[src/rtl/cnn_acc_requant_22s_14s.sv]
// rtl/cnn_acc_requant_22s_14s.sv - accumulates NUM_TERMS signed products plus a scaled bias and requantizes to 14s
// Optional build macro CNN_ACC_REQUANT_RELU_EN clamps negative results to zero.
module cnn_acc_requant_22s_14s #(
  parameter int NUM_TERMS = 25,
  parameter int SHIFT     = 8,
  parameter int ACC_WIDTH = 32
) (
  input  logic               ap_clk,
  input  logic               ap_rst,
  input  logic               prod_vld,
  output logic               prod_rdy,
  input  logic signed [21:0] prod_din,
  input  logic signed [13:0] bias_din,
  output logic               out_vld,
  input  logic               out_rdy,
  output logic signed [13:0] out_dout,
  output logic               busy
);

  localparam int CW = $clog2(NUM_TERMS + 1);
  localparam logic signed [ACC_WIDTH-1:0] ROUND_C = ACC_WIDTH'(1) << (SHIFT - 1);
  localparam logic signed [ACC_WIDTH-1:0] OUT_MAX = ACC_WIDTH'(8191);
  localparam logic signed [ACC_WIDTH-1:0] OUT_MIN = -ACC_WIDTH'(8192);

  typedef enum logic [1:0] {IDLE, ACC, ROUND, HOLD} state_t;

  state_t                       state;
  logic signed [ACC_WIDTH-1:0]  acc;
  logic        [CW-1:0]         count;
  logic                         accept;
  logic signed [ACC_WIDTH-1:0]  prod_ext;
  logic signed [ACC_WIDTH-1:0]  bias_ext;
  logic signed [ACC_WIDTH-1:0]  rounded;
  logic signed [ACC_WIDTH-1:0]  shifted;
  logic signed [13:0]           sat;

  assign accept   = prod_vld & prod_rdy;
  assign prod_ext = {{(ACC_WIDTH-22){prod_din[21]}}, prod_din};
  assign bias_ext = {{(ACC_WIDTH-14){bias_din[13]}}, bias_din};

  // Round half up, then floor via arithmetic shift; the accumulator has headroom for the add.
  always_comb begin
    rounded = acc + ROUND_C;
    shifted = rounded >>> SHIFT;
    if (shifted > OUT_MAX) begin
      sat = 14'sd8191;
    end else if (shifted < OUT_MIN) begin
      sat = -14'sd8192;
    end else begin
      sat = shifted[13:0];
    end
`ifdef CNN_ACC_REQUANT_RELU_EN
    if (sat[13]) begin
      sat = 14'sd0;
    end
`else
`endif
  end

  always_ff @(posedge ap_clk) begin
    if (ap_rst) begin
      state    <= IDLE;
      acc      <= '0;
      count    <= '0;
      out_dout <= '0;
      out_vld  <= 1'b0;
      busy     <= 1'b0;
      prod_rdy <= 1'b1;
    end else begin
      case (state)
        IDLE: begin
          if (accept) begin
            acc   <= prod_ext + (bias_ext <<< SHIFT);
            count <= CW'(1);
            busy  <= 1'b1;
            if (NUM_TERMS == 1) begin
              state    <= ROUND;
              prod_rdy <= 1'b0;
            end else begin
              state <= ACC;
            end
          end
        end
        ACC: begin
          if (accept) begin
            acc   <= acc + prod_ext;
            count <= count + CW'(1);
            if (count == CW'(NUM_TERMS - 1)) begin
              state    <= ROUND;
              prod_rdy <= 1'b0;
            end
          end
        end
        ROUND: begin
          out_dout <= sat;
          out_vld  <= 1'b1;
          state    <= HOLD;
        end
        HOLD: begin
          if (out_rdy) begin
            out_vld  <= 1'b0;
            busy     <= 1'b0;
            prod_rdy <= 1'b1;
            state    <= IDLE;
          end
        end
        default: begin
          state    <= IDLE;
          out_vld  <= 1'b0;
          busy     <= 1'b0;
          prod_rdy <= 1'b1;
        end
      endcase
    end
  end

endmodule

[config.mk]
export PLATFORM = sky130hd
export DESIGN_NAME = cnn_acc_requant_22s_14s
export DESIGN_NICKNAME = d
export VERILOG_FILES = /design/src/rtl/cnn_acc_requant_22s_14s.sv
export SDC_FILE = /design/constraint.sdc
export NUM_CORES = 1
export LEC_CHECK = 0
export CAP_MARGIN = 25
export CORE_AREA = 10 10 99 101
export DETAILED_ROUTE_END_ITERATION = 8
export DIE_AREA = 0 0 109 111
export DONT_BUFFER_PORTS = 1
export GPL_TIMING_DRIVEN = 0
export PLACE_DENSITY = 0.84
export SETUP_SLACK_MARGIN = 0.2
export SYNTH_ARGS = -nofsm -noshare
export SYNTH_HDL_FRONTEND = slang
export SYNTH_SLANG_ARGS = --single-unit
[constraint.sdc]
create_clock -name ap_clk -period 7.6 [get_ports ap_clk]
set_input_delay 1.14 -clock ap_clk [delete_from_list [all_inputs] [get_ports ap_clk]]
set_output_delay 1.14 -clock ap_clk [all_outputs]
set_load 0.01 [all_outputs]
==> flow_summary.yaml, run 1 <==
status:
  status: "finished, final reports clean"
clock_network:
  numCtsBuffers: 5
  clock_latency_ns: 0.31
  cts_hold_buf: 0
  cts_tree: "built"
  cts-resized-gates: 0
  clock_path_buffers: 2
  cts_root_buf: "clkbuf_8"
  cts.sinks: 56
  clkTransAtPathRegs_ns: 0.10
  post_cts_buffers: 0
  htree_levels: 2
timing:
  finalMaxSlewViolations: 0
  hold_violations: 0
  rsz0062_at_grt: "no"
  fin_crit_sh: 0.479
  fin_crit_ns: 3.64
  max_freq_mhz: 275
  max_slew.worst_pin.slew_ns: 0.741
  setup_tns_ns: 0
  relSlewSlack: 0.501
  finClkSkew_ns: 0.0102
  finalSetupViolCount: 0
  worst_slack_ns: 3.96
drt:
  vias: 5277
  drtPass1Iterations: 5
  avgViaCountPerCell: 6.59
  drc: 0
  drt_iter0_markers: 428
  wl_per_cell_um: 19.2
  ant_nets: 0
  drt_wl_total_mm: 15.4
worst_setup_path:
  cp.required_ns: 7.80
  arrival_ns: 3.84
  critPathLaunchType: "primary input"
  cp_max_fo: 4
  crit_family: "compound AO/OA/AOI/OAI gates"
  cp-end-kind: "flip-flop"
  cpPeakStageDelay_ns: 0.38
  crit_slowest_cell: "fa_1"
  worstSetupPathType: "in -> reg"
  crit_chain: "ha_1, inv_1, fa_1, nor2b_1, o211ai_1, a211o_1, and2_1, a21boi_1, o41ai_1, o21ai_1, xnor2_1, a2111oi_0"
  crit_buf_inv: 1
yosys:
  syn_avg_cell_area_um2: 7.71
  ys_async_sr_fraction: 0
  ys_seq_area_frac: 0.211
  syn_nets: 783
  synth_edf_count: 0
  synth.cell_area_um2: 5310
  synthFlopType: "dfxtp_1"
  ys_warn_count: 0
  synth_cells: 688
  yosysUniqueCellTypes: 67
  ys_seq_elements: 56
layout:
  stdcell_area_um2: 5530
  antenna_cells: 0
  final_common_cell: "nor2_1"
  nFillCells: 699
  syn_to_final_growth_pct: 4.22
  seqCellArea_um2: 1120
  mostFrequentLayoutCells: "nor2_1, a21oi_1, dfxtp_1"
  fin_cells: 801
  layout-drive-gt1-share: 0.0503
  multi_input_area_um2: 3880
  nNetsFinal: 790
global_routing:
  grt_max_degree: 18
  grt_pass1_vias: 5288
  grt-ovfl-total: 0
  antenna_found_initial: 0
  grt_pass1_wl_mm: 25.1
  gr-usage-all-layers: 0.250
place:
  dp.cells: 793
  pre_cts_ws_ns: 3.68
  port_buffers: 0
  placed_area_um2: 5440
  gp_congestion: 0.922
  dpl.hpwl_mm: 12.2
floorplan:
  initial_core_util: 0.666
  die_x_um: 109
  row_count: 33
  dieArea_um2: 12100
  die_h_um: 111
  io_pins: 57
  core_um2: 7970
job:
  max_cap_violations: 0
pwr:
  p_seq_frac: 0.284
  clkPwrFrac: 0.086
  swShare: 0.507
  switching_power_uw: 1010
  p_int_uw: 986
  peakVddDrop_v: 0.000186
  leakage_uw: 0.00233
  cellPowerDensity_nw_per_um2: 361
  comb_power_share: 0.631
min_path:
  hp-class: "reg -> reg"
## stage by stage
step | util | hold WS, ns | power, µW
after CTS | 0.694 | 0.477 | 1970
after detailed placement | 0.682 | 0.463 | 1800
final | 0.694 | 0.472 | 2000
after floorplan | - | 0.440 | 1480
after global routing | 0.694 | 0.494 | 2150
after global placement | 0.682 | 0.447 | 1740
## power by group through the flow
stage | clock network, µW | registers (µW) | logic (µW)
floorplan | 0 | 513 | 971
global placement | 0 | 562 | 1180
detailed placement | 0 | 570 | 1230
CTS | 171 | 562 | 1240
global route | 181 | 580 | 1390
finish | 171 | 567 | 1260
## worst reg2reg max path: cells and delay by family (launching register included)
kind,cells,cell delay [ns]
flip-flops,1,0.35
buffers and inverters,1,0.06
adder cells (fa/ha/maj),2,0.55
XOR/XNOR,1,0.12
AO/OA/AOI/OAI,6,1.62
AND/OR/NAND/NOR,2,0.36
## synth_stat cells, types with 3 or more instances
library cell / count / area [µm²]
nor2_1: 66 / 248
a21oi_1: 61 / 305
dfxtp_1: 56 / 1120
ha_1: 53 / 663
nand2_1: 49 / 184
nor3_1: 30 / 150
xor2_1: 29 / 254
xnor2_1: 27 / 236
inv_1: 26 / 97.6
o21ai_0: 26 / 130
o21ai_1: 24 / 120
a21o_1: 22 / 165
a211oi_1: 21 / 158
nand3_1: 20 / 100
clkbuf_1: 19 / 71.3
nand4_1: 13 / 81.3
o211a_1: 12 / 120
o211ai_1: 11 / 82.6
a31oi_1: 9 / 56.3
and2_1: 8 / 50.1
buf_6: 8 / 90.1
nand2b_1: 7 / 43.8
nor2b_1: 7 / 43.8
o21bai_1: 7 / 52.6
and3_1: 6 / 37.5
mux2i_1: 6 / 60.1
buf_1: 4 / 15.0
a211o_1: 3 / 26.3
a21boi_0: 3 / 22.5
a21boi_1: 3 / 22.5
nand3b_1: 3 / 22.5
## registers in the layout, indices dropped and copies added (netlist names)
| name | count |
|---|---|
| state | 2 |
| busy | 1 |
| out_dout | 14 |
| acc | 32 |
| out_vld | 1 |
| count | 5 |
| prod_rdy | 1 |
## cell families (layout without fill, tap and decap cells)
| kind of cell | after synthesis | in the layout | synth area share |
|---|---|---|---|
| AO/OA/AOI/OAI | 227 | 227 | 0.284 |
| adder cells (fa/ha/maj) | 55 | 55 | 0.133 |
| flip-flops | 56 | 56 | 0.211 |
| buffers and inverters | 61 | 69 | 0.0564 |
| multiplexers | 6 | 6 | 0.0113 |
| AND/OR/NAND/NOR | 227 | 227 | 0.212 |
| XOR/XNOR | 56 | 56 | 0.0925 |
## routing by layer
metal | up-vias | track usage | routed length [µm]
met5 | - | 0 | 0
met4 | 0 | 0.0818 | 403
met3 | 38 | 0.0477 | 1020
met2 | 226 | 0.443 | 7790
met1 | 2478 | 0.289 | 6150
li1 | 2535 | - | -
## path summary, 6_finish.rpt
check / start / endpoint / slack [ns] / cells past startpoint
max reg2reg: acc[0]$_SDFFE_PP0P_ / acc[24]$_SDFFE_PP0P_ / 4.43 / 12
min: acc[2]$_SDFFE_PP0P_ / acc[2]$_SDFFE_PP0P_ / 0.47 / 2
max: prod_din[0] / acc[24]$_SDFFE_PP0P_ / 3.96 / 12
min reg2reg: acc[2]$_SDFFE_PP0P_ / acc[2]$_SDFFE_PP0P_ / 0.47 / 2
## final cells by class
class / count / area share
Multi-Input combinational cell: 571 / 0.703
Sequential cell: 56 / 0.203
Buffer: 35 / 0.0364
Tap cell: 105 / 0.0238
Inverter: 26 / 0.0177
Clock buffer: 6 / 0.0149
Clock inverter: 2 / 0.00181
(Power assumes the default switching activity.)
==> run 2: changes to the inputs <==
--- a/config.mk
+++ b/config.mk
@@ -6,12 +6,12 @@
 export NUM_CORES = 1
 export LEC_CHECK = 0
 export CAP_MARGIN = 25
-export CORE_AREA = 10 10 99 101
+export CORE_AREA = 10 10 106 108
 export DETAILED_ROUTE_END_ITERATION = 8
-export DIE_AREA = 0 0 109 111
+export DIE_AREA = 0 0 116 118
 export DONT_BUFFER_PORTS = 1
 export GPL_TIMING_DRIVEN = 0
-export PLACE_DENSITY = 0.84
+export PLACE_DENSITY = 0.77
 export SETUP_SLACK_MARGIN = 0.2
 export SYNTH_ARGS = -nofsm -noshare
 export SYNTH_HDL_FRONTEND = slang
==> constraint.sdc (replaced) <==
create_clock -name ap_clk -period 3.2 [get_ports ap_clk]
set_input_delay 0.48 -clock ap_clk [delete_from_list [all_inputs] [get_ports ap_clk]]
set_output_delay 0.48 -clock ap_clk [all_outputs]
set_load 0.01 [all_outputs]
==> run 2 against run 1 <==
  * Core utilization decreased by 5.9 points
  * Critical path type is now reg -> reg
  * Global-route usage decreased by 3.0 points
  * Non-clock buffer count increased by 12
  * Cell count increased by 2.2%
  * Count of clock-buffer cells in the layout increased by 1
  * Clock skew decreased by 0.0016 ns
  * Critical path depth unchanged
  * Setup slack got worse by 3.7 ns
  * Die area increased by 13%
  * Sequential share of layout area decreased by 0.64 points
  * Worst hold slack got worse by 0.13 ns
  * Total power increased by 150%
==> flow_summary.yaml, run 2 (synthesized netlist as in run 1, its figures left out) <==
layout:
  mostFrequentLayoutCells: "nor2_1, a21oi_1, nand2_1"
  regMostFlops: "acc"
  stdcell_area_um2: 5780
  layout-drive-gt1-share: 0.102
  syn_to_final_growth_pct: 9.03
  largest_reg_flops: 32
  antenna_cells: 0
  final_common_cell: "nor2_1"
  nNetsFinal: 802
  largestRegisters: "acc (32), out_dout (14), count (5)"
pwr:
  power_uw: 4950
  cellPowerDensity_nw_per_um2: 856
  leakage_uw: 0.00243
  peakVddDrop_v: 0.000372
floorplan:
  io_pins: 57
  core_um2: 9110
  dieArea_um2: 13700
  die_h_um: 118
  initial_core_util: 0.582
  row_count: 35
  die_x_um: 116
worst_setup_path:
  worstSetupPathType: "reg -> reg"
  r2r_start: "acc[0]$_SDFFE_PP0P_"
  critPathLaunchType: "flip-flop"
  crit_slowest_cell: "a211o_1"
  cp.required_ns: 3.42
  crit_buf_inv: 1
  crit_chain: "ha_2, inv_1, fa_2, nor2b_4, o211ai_1, a211o_1, and2_4, a21boi_2, o41ai_2, o21ai_1, xnor2_1, a2111oi_2"
  reg2reg_depth: 12
  cp-end-kind: "flip-flop"
  crit_family: "compound AO/OA/AOI/OAI gates"
  r2r_slack_ns: 0.23
  cpPeakStageDelay_ns: 0.39
  arrival_ns: 3.18
  r2r-end: "acc[24]$_SDFFE_PP0P_"
  cp_max_fo: 4
clock_network:
  cts.sinks: 56
  cts_hold_buf: 0
  clkTransAtPathRegs_ns: 0.10
  clock_latency_ns: 0.32
  numCtsBuffers: 5
  cts_tree: "built"
  clock_path_buffers: 2
  htree_levels: 2
  cts_root_buf: "clkbuf_8"
timing:
  hold_violations: 0
  finalMaxSlewViolations: 0
  fin_crit_ns: 2.97
  fin_crit_sh: 0.928
  max_freq_mhz: 337
  setup_tns_ns: 0
  finalSetupViolCount: 0
  max_slew.worst_pin.slew_ns: 0.741
  relSlewSlack: 0.501
  rsz0062_at_grt: "yes"
  finClkSkew_ns: 0.00857
drt:
  wl_per_cell_um: 19.4
  avgViaCountPerCell: 6.42
  drtPass1Iterations: 5
  drc: 0
  vias: 5262
  drt_iter0_markers: 492
  drt_wl_total_mm: 15.9
  ant_nets: 0
job:
  max_cap_violations: 0
global_routing:
  busiest_layer: "met2"
  globalRouteMet1Util: 0.274
  grt_pass1_wl_mm: 24.8
  antenna_found_initial: 0
  gr-usage-met2: 0.366
  grt_pass1_vias: 4964
  gr-usage-all-layers: 0.220
  grt-ovfl-total: 0
  grt_use_met3: 0.0387
  grt_max_degree: 18
min_path:
  whs_endpoint: "out_vld$_SDFFE_PP0P_"
  hold_start: "out_rdy"
  worst_hold_path.num_cells: 2
  hp-class: "in -> reg"
status:
  status: "finished, final reports clean"
place:
  port_buffers: 0
  dpl.hpwl_mm: 12.2
  placed_area_um2: 5440
  gp_congestion: 0.926
run 2: worst register-to-register path: cells and delay by family, from the launching register on:
| family | cells | cell delay [ns] |
|---|---|---|
| compound gates | 6 | 1.48 |
| xor+xnor | 1 | 0.12 |
| fa+ha+maj | 2 | 0.54 |
| buf+inv | 1 | 0.05 |
| flops | 1 | 0.35 |
| simple gates | 2 | 0.33 |
run 2: worst max-delay path by stage:
stage | startpoint | endpoint | slack, ns | cells past startpoint
floorplan | prod_din[20] | acc[31]$_SDFFE_PP0P_ | 0.37 | 11
global placement | prod_din[4] | acc[24]$_SDFFE_PP0P_ | 0.06 | 10
detailed placement | prod_din[4] | acc[24]$_SDFFE_PP0P_ | -0.07 | 10
CTS | acc[0]$_SDFFE_PP0P_ | acc[24]$_SDFFE_PP0P_ | 0.16 | 12
global route | acc[0]$_SDFFE_PP0P_ | acc[24]$_SDFFE_PP0P_ | 0.16 | 12
finish | acc[0]$_SDFFE_PP0P_ | acc[24]$_SDFFE_PP0P_ | 0.23 | 12
run 2: cell type report:
class                      instances  area, µm²
sequential                        56       1140
timing repair buffer              12       90.1
fill                             810       3320
tap                              111        139
inverter                          26       97.6
multi-input combinational        571       4030
clock buffer                       7       76.3
clock inverter                     1       8.76
buffer                            35        205
run 2: power breakdown:
part / total (µW) / switching, µW / internal (µW)
combinational: 3190 / 1850 / 1340
clock: 396 / 238 / 157
sequential: 1370 / 398 / 970
total: 4950 / 2490 / 2460
run 2: metrics by stage:
| stage | hold WS [ns] | instances | setup slack, ns | utilization |
|---|---|---|---|---|
| floorplan | 0.440 | 688 | 0.373 | - |
| global placement | 0.447 | 799 | 0.0580 | 0.598 |
| detailed placement | 0.455 | 799 | -0.0686 | 0.598 |
| CTS | 0.340 | 807 | 0.160 | 0.610 |
| global route | 0.342 | 819 | 0.164 | 0.635 |
| finish | 0.340 | 819 | 0.232 | 0.635 |
run 2: repair_timing:
action / CTS / global route
setup endpoints to repair: 3 / 19
pin swaps: 0 / 16
setup buffers: 0 / 12
gates resized for setup: 5 / 31
run 2: routing by layer:
metal  part of all wire  up-vias
li1                   -     2556
met1               0.43     2472
met2               0.48      203
met3              0.070       31
met4              0.022        0
met5                  0        -
==> run 3: changes to the inputs <==
--- a/config.mk
+++ b/config.mk
@@ -5,10 +5,11 @@
 export SDC_FILE = /design/constraint.sdc
 export NUM_CORES = 1
 export LEC_CHECK = 0
+export ABC_AREA = 1
 export CAP_MARGIN = 25
-export CORE_AREA = 10 10 106 108
+export CORE_AREA = 10 10 110 112
 export DETAILED_ROUTE_END_ITERATION = 8
-export DIE_AREA = 0 0 116 118
+export DIE_AREA = 0 0 120 122
 export DONT_BUFFER_PORTS = 1
 export GPL_TIMING_DRIVEN = 0
 export PLACE_DENSITY = 0.77
==> run 3 against run 2 <==
  * Via count rose by 14%
  * Fmax increased by 13%
  * Critical path type unchanged
  * Global-route usage rose by 0.67 points
  * Count of clock-buffer cells in the layout shrank 2
  * Die area is 7.0% higher
  * Sequential share of layout area fell by 1.0 points
  * Sequential cell count did not move
  * Critical endpoint is now acc[28]$_SDFFE_PP0P_
  * Clock skew increased by 0.0064 ns
==> flow_summary.yaml, run 3 <==
status:
  status: "finished, final reports clean"
drt:
  ant_nets: 0
  avgViaCountPerCell: 5.70
  drt_wl_total_mm: 17.2
  vias: 6011
  drtPass1Iterations: 8
  wl_per_cell_um: 16.3
  drt_iter0_markers: 533
  drc: 0
job:
  max_cap_violations: 0
yosys:
  synth_top_area_share: 0.195
  synth_common_cells: "nand2_1, a21oi_1, o21ai_0"
  synth.most_common_cell: "nand2_1"
  yosysUniqueCellTypes: 50
  synth.cell_area_um2: 5750
  syn_nets: 1005
  synthFlopType: "dfxtp_1"
  syn_avg_cell_area_um2: 6.32
  ys_seq_elements: 56
  ys_warn_count: 0
  synth_cells: 910
  synth_edf_count: 0
  ys_seq_area_frac: 0.195
  yosysTopAreaCell: "dfxtp_1"
  synth.area.top_cells: "dfxtp_1, nand2_1, ha_1"
  ys_async_sr_fraction: 0
layout:
  largest_reg_flops: 32
  layout-drive-gt1-share: 0.0969
  multi_input_area_um2: 4200
  regMostFlops: "acc"
  largestRegisters: "acc (32), out_dout (14), count (5)"
  final_common_cell: "nand2_1"
  nNetsFinal: 1012
  syn_to_final_growth_pct: 4.59
  antenna_cells: 0
  stdcell_area_um2: 6020
  mostFrequentLayoutCells: "nand2_1, a21oi_1, o21ai_0"
  seqCellArea_um2: 1120
  nFillCells: 1029
place:
  dpl.hpwl_mm: 14.0
  port_buffers: 0
  gp_congestion: 0.996
  placed_area_um2: 5920
timing:
  finalSetupViolCount: 0
  hold_violations: 0
  relSlewSlack: 0.499
  fin_crit_ns: 2.63
  setup_tns_ns: 0
  max_slew.worst_pin.slew_ns: 0.751
  finalMaxSlewViolations: 0
  fin_crit_sh: 0.823
  rsz0062_at_grt: "no"
  finClkSkew_ns: 0.0150
  max_freq_mhz: 380
floorplan:
  dieArea_um2: 14600
  row_count: 37
  io_pins: 57
  die_h_um: 122
  die_x_um: 120
  initial_core_util: 0.573
  core_um2: 10000
clock_network:
  htree_levels: 2
  clock_path_buffers: 2
  clkTransAtPathRegs_ns: 0.12
  cts_root_buf: "clkbuf_8"
  cts_hold_buf: 0
  numCtsBuffers: 5
  cts_tree: "built"
  clock_latency_ns: 0.32
  cts.sinks: 56
global_routing:
  grt_pass1_vias: 5630
  antenna_found_initial: 0
  gr-usage-all-layers: 0.227
  grt-ovfl-total: 0
  grt_pass1_wl_mm: 27.5
  grt_max_degree: 20
worst_setup_path:
  cp_max_fo: 4
  cp.required_ns: 3.45
  critPathLaunchType: "flip-flop"
  arrival_ns: 2.88
  worstSetupPathType: "reg -> reg"
  cp-end-kind: "flip-flop"
pwr:
  peakVddDrop_v: 0.000357
  leakage_uw: 0.00259
  cellPowerDensity_nw_per_um2: 783
min_path:
  hp-class: "in -> reg"
==> run 3: cell families after synthesis <==
| family | Yosys count | share of synthesized area |
|---|---|---|
| and+or+nand+nor | 432 | 0.343 |
| AOI/OAI and AO/OA | 237 | 0.231 |
| buffers and inverters | 107 | 0.0748 |
| DFF | 56 | 0.195 |
| adders and majority gates | 55 | 0.122 |
| xor gates and xnor gates | 23 | 0.0350 |
==> run 3: timing repair <==
action                     in CTS  in global routing
setup endpoints to repair       0                  3
gates resized for setup         0                  1
setup buffers                   0                  0
==> run 3: worst max-delay path, cell delays in order (launching register included) <==
cell and delay, ns:
dfxtp_1 0.35, ha_1 0.22, inv_1 0.07, fa_1 0.41, inv_1 0.07, nand3_1 0.06, nand2_1 0.08, inv_1 0.06
nor2_1 0.08, nor2_1 0.07, o21ai_1 0.37, nand2_1 0.10, nand2_1 0.18, nand2_1 0.10, nand3_1 0.08, nand3_1 0.10
a21oi_1 0.16
==> run 3: through the flow <==
step | total power, µW | utilization | cells | hold slack, ns | setup slack, ns
2_1_floorplan | 3440 | - | 910 | 0.449 | 0.863
3_3_place_gp | 4210 | 0.590 | 1046 | 0.463 | 0.336
6_report | 4710 | 0.599 | 1054 | 0.264 | 0.568
5_1_grt | 5120 | 0.599 | 1054 | 0.253 | 0.393
4_1_cts | 4650 | 0.599 | 1054 | 0.262 | 0.453
3_5_place_dp | 4230 | 0.590 | 1046 | 0.469 | 0.335
==> run 3: power by group <==
group,leakage (µW),switching [µW],internal (µW)
sequential,0.000461,408,964
combinational,0.00208,1910,1010
clock,0.0000452,264,161
==> run 3: worst paths after layout <==
check,start,end,slack [ns],depth (start not counted)
setup / recovery,acc[0]$_SDFFE_PP0P_,acc[28]$_SDFFE_PP0P_,0.57,16
hold / removal,out_rdy,busy$_SDFFE_PP0P_,0.26,1
setup reg to reg,acc[0]$_SDFFE_PP0P_,acc[28]$_SDFFE_PP0P_,0.57,16
hold reg to reg,acc[4]$_SDFFE_PP0P_,acc[4]$_SDFFE_PP0P_,0.48,2
==> run 3: final cells by class <==
class / instances / area share
Buffer: 20 / 0.0164
Clock buffer: 5 / 0.0114
Clock inverter: 3 / 0.00416
Inverter: 87 / 0.0551
Multi-Input combinational cell: 747 / 0.698
Sequential cell: 56 / 0.186
Tap cell: 136 / 0.0283
==> run 3: routing by layer <==
metal	GRT usage	part of all wire	vias to the layer above	routed length, µm
met5	0	0	-	0
met4	0.0701	0.023	0	388
met1	0.291	0.44	2676	7620
met3	0.0305	0.075	34	1280
li1	-	-	3074	-
met2	0.386	0.46	227	7910
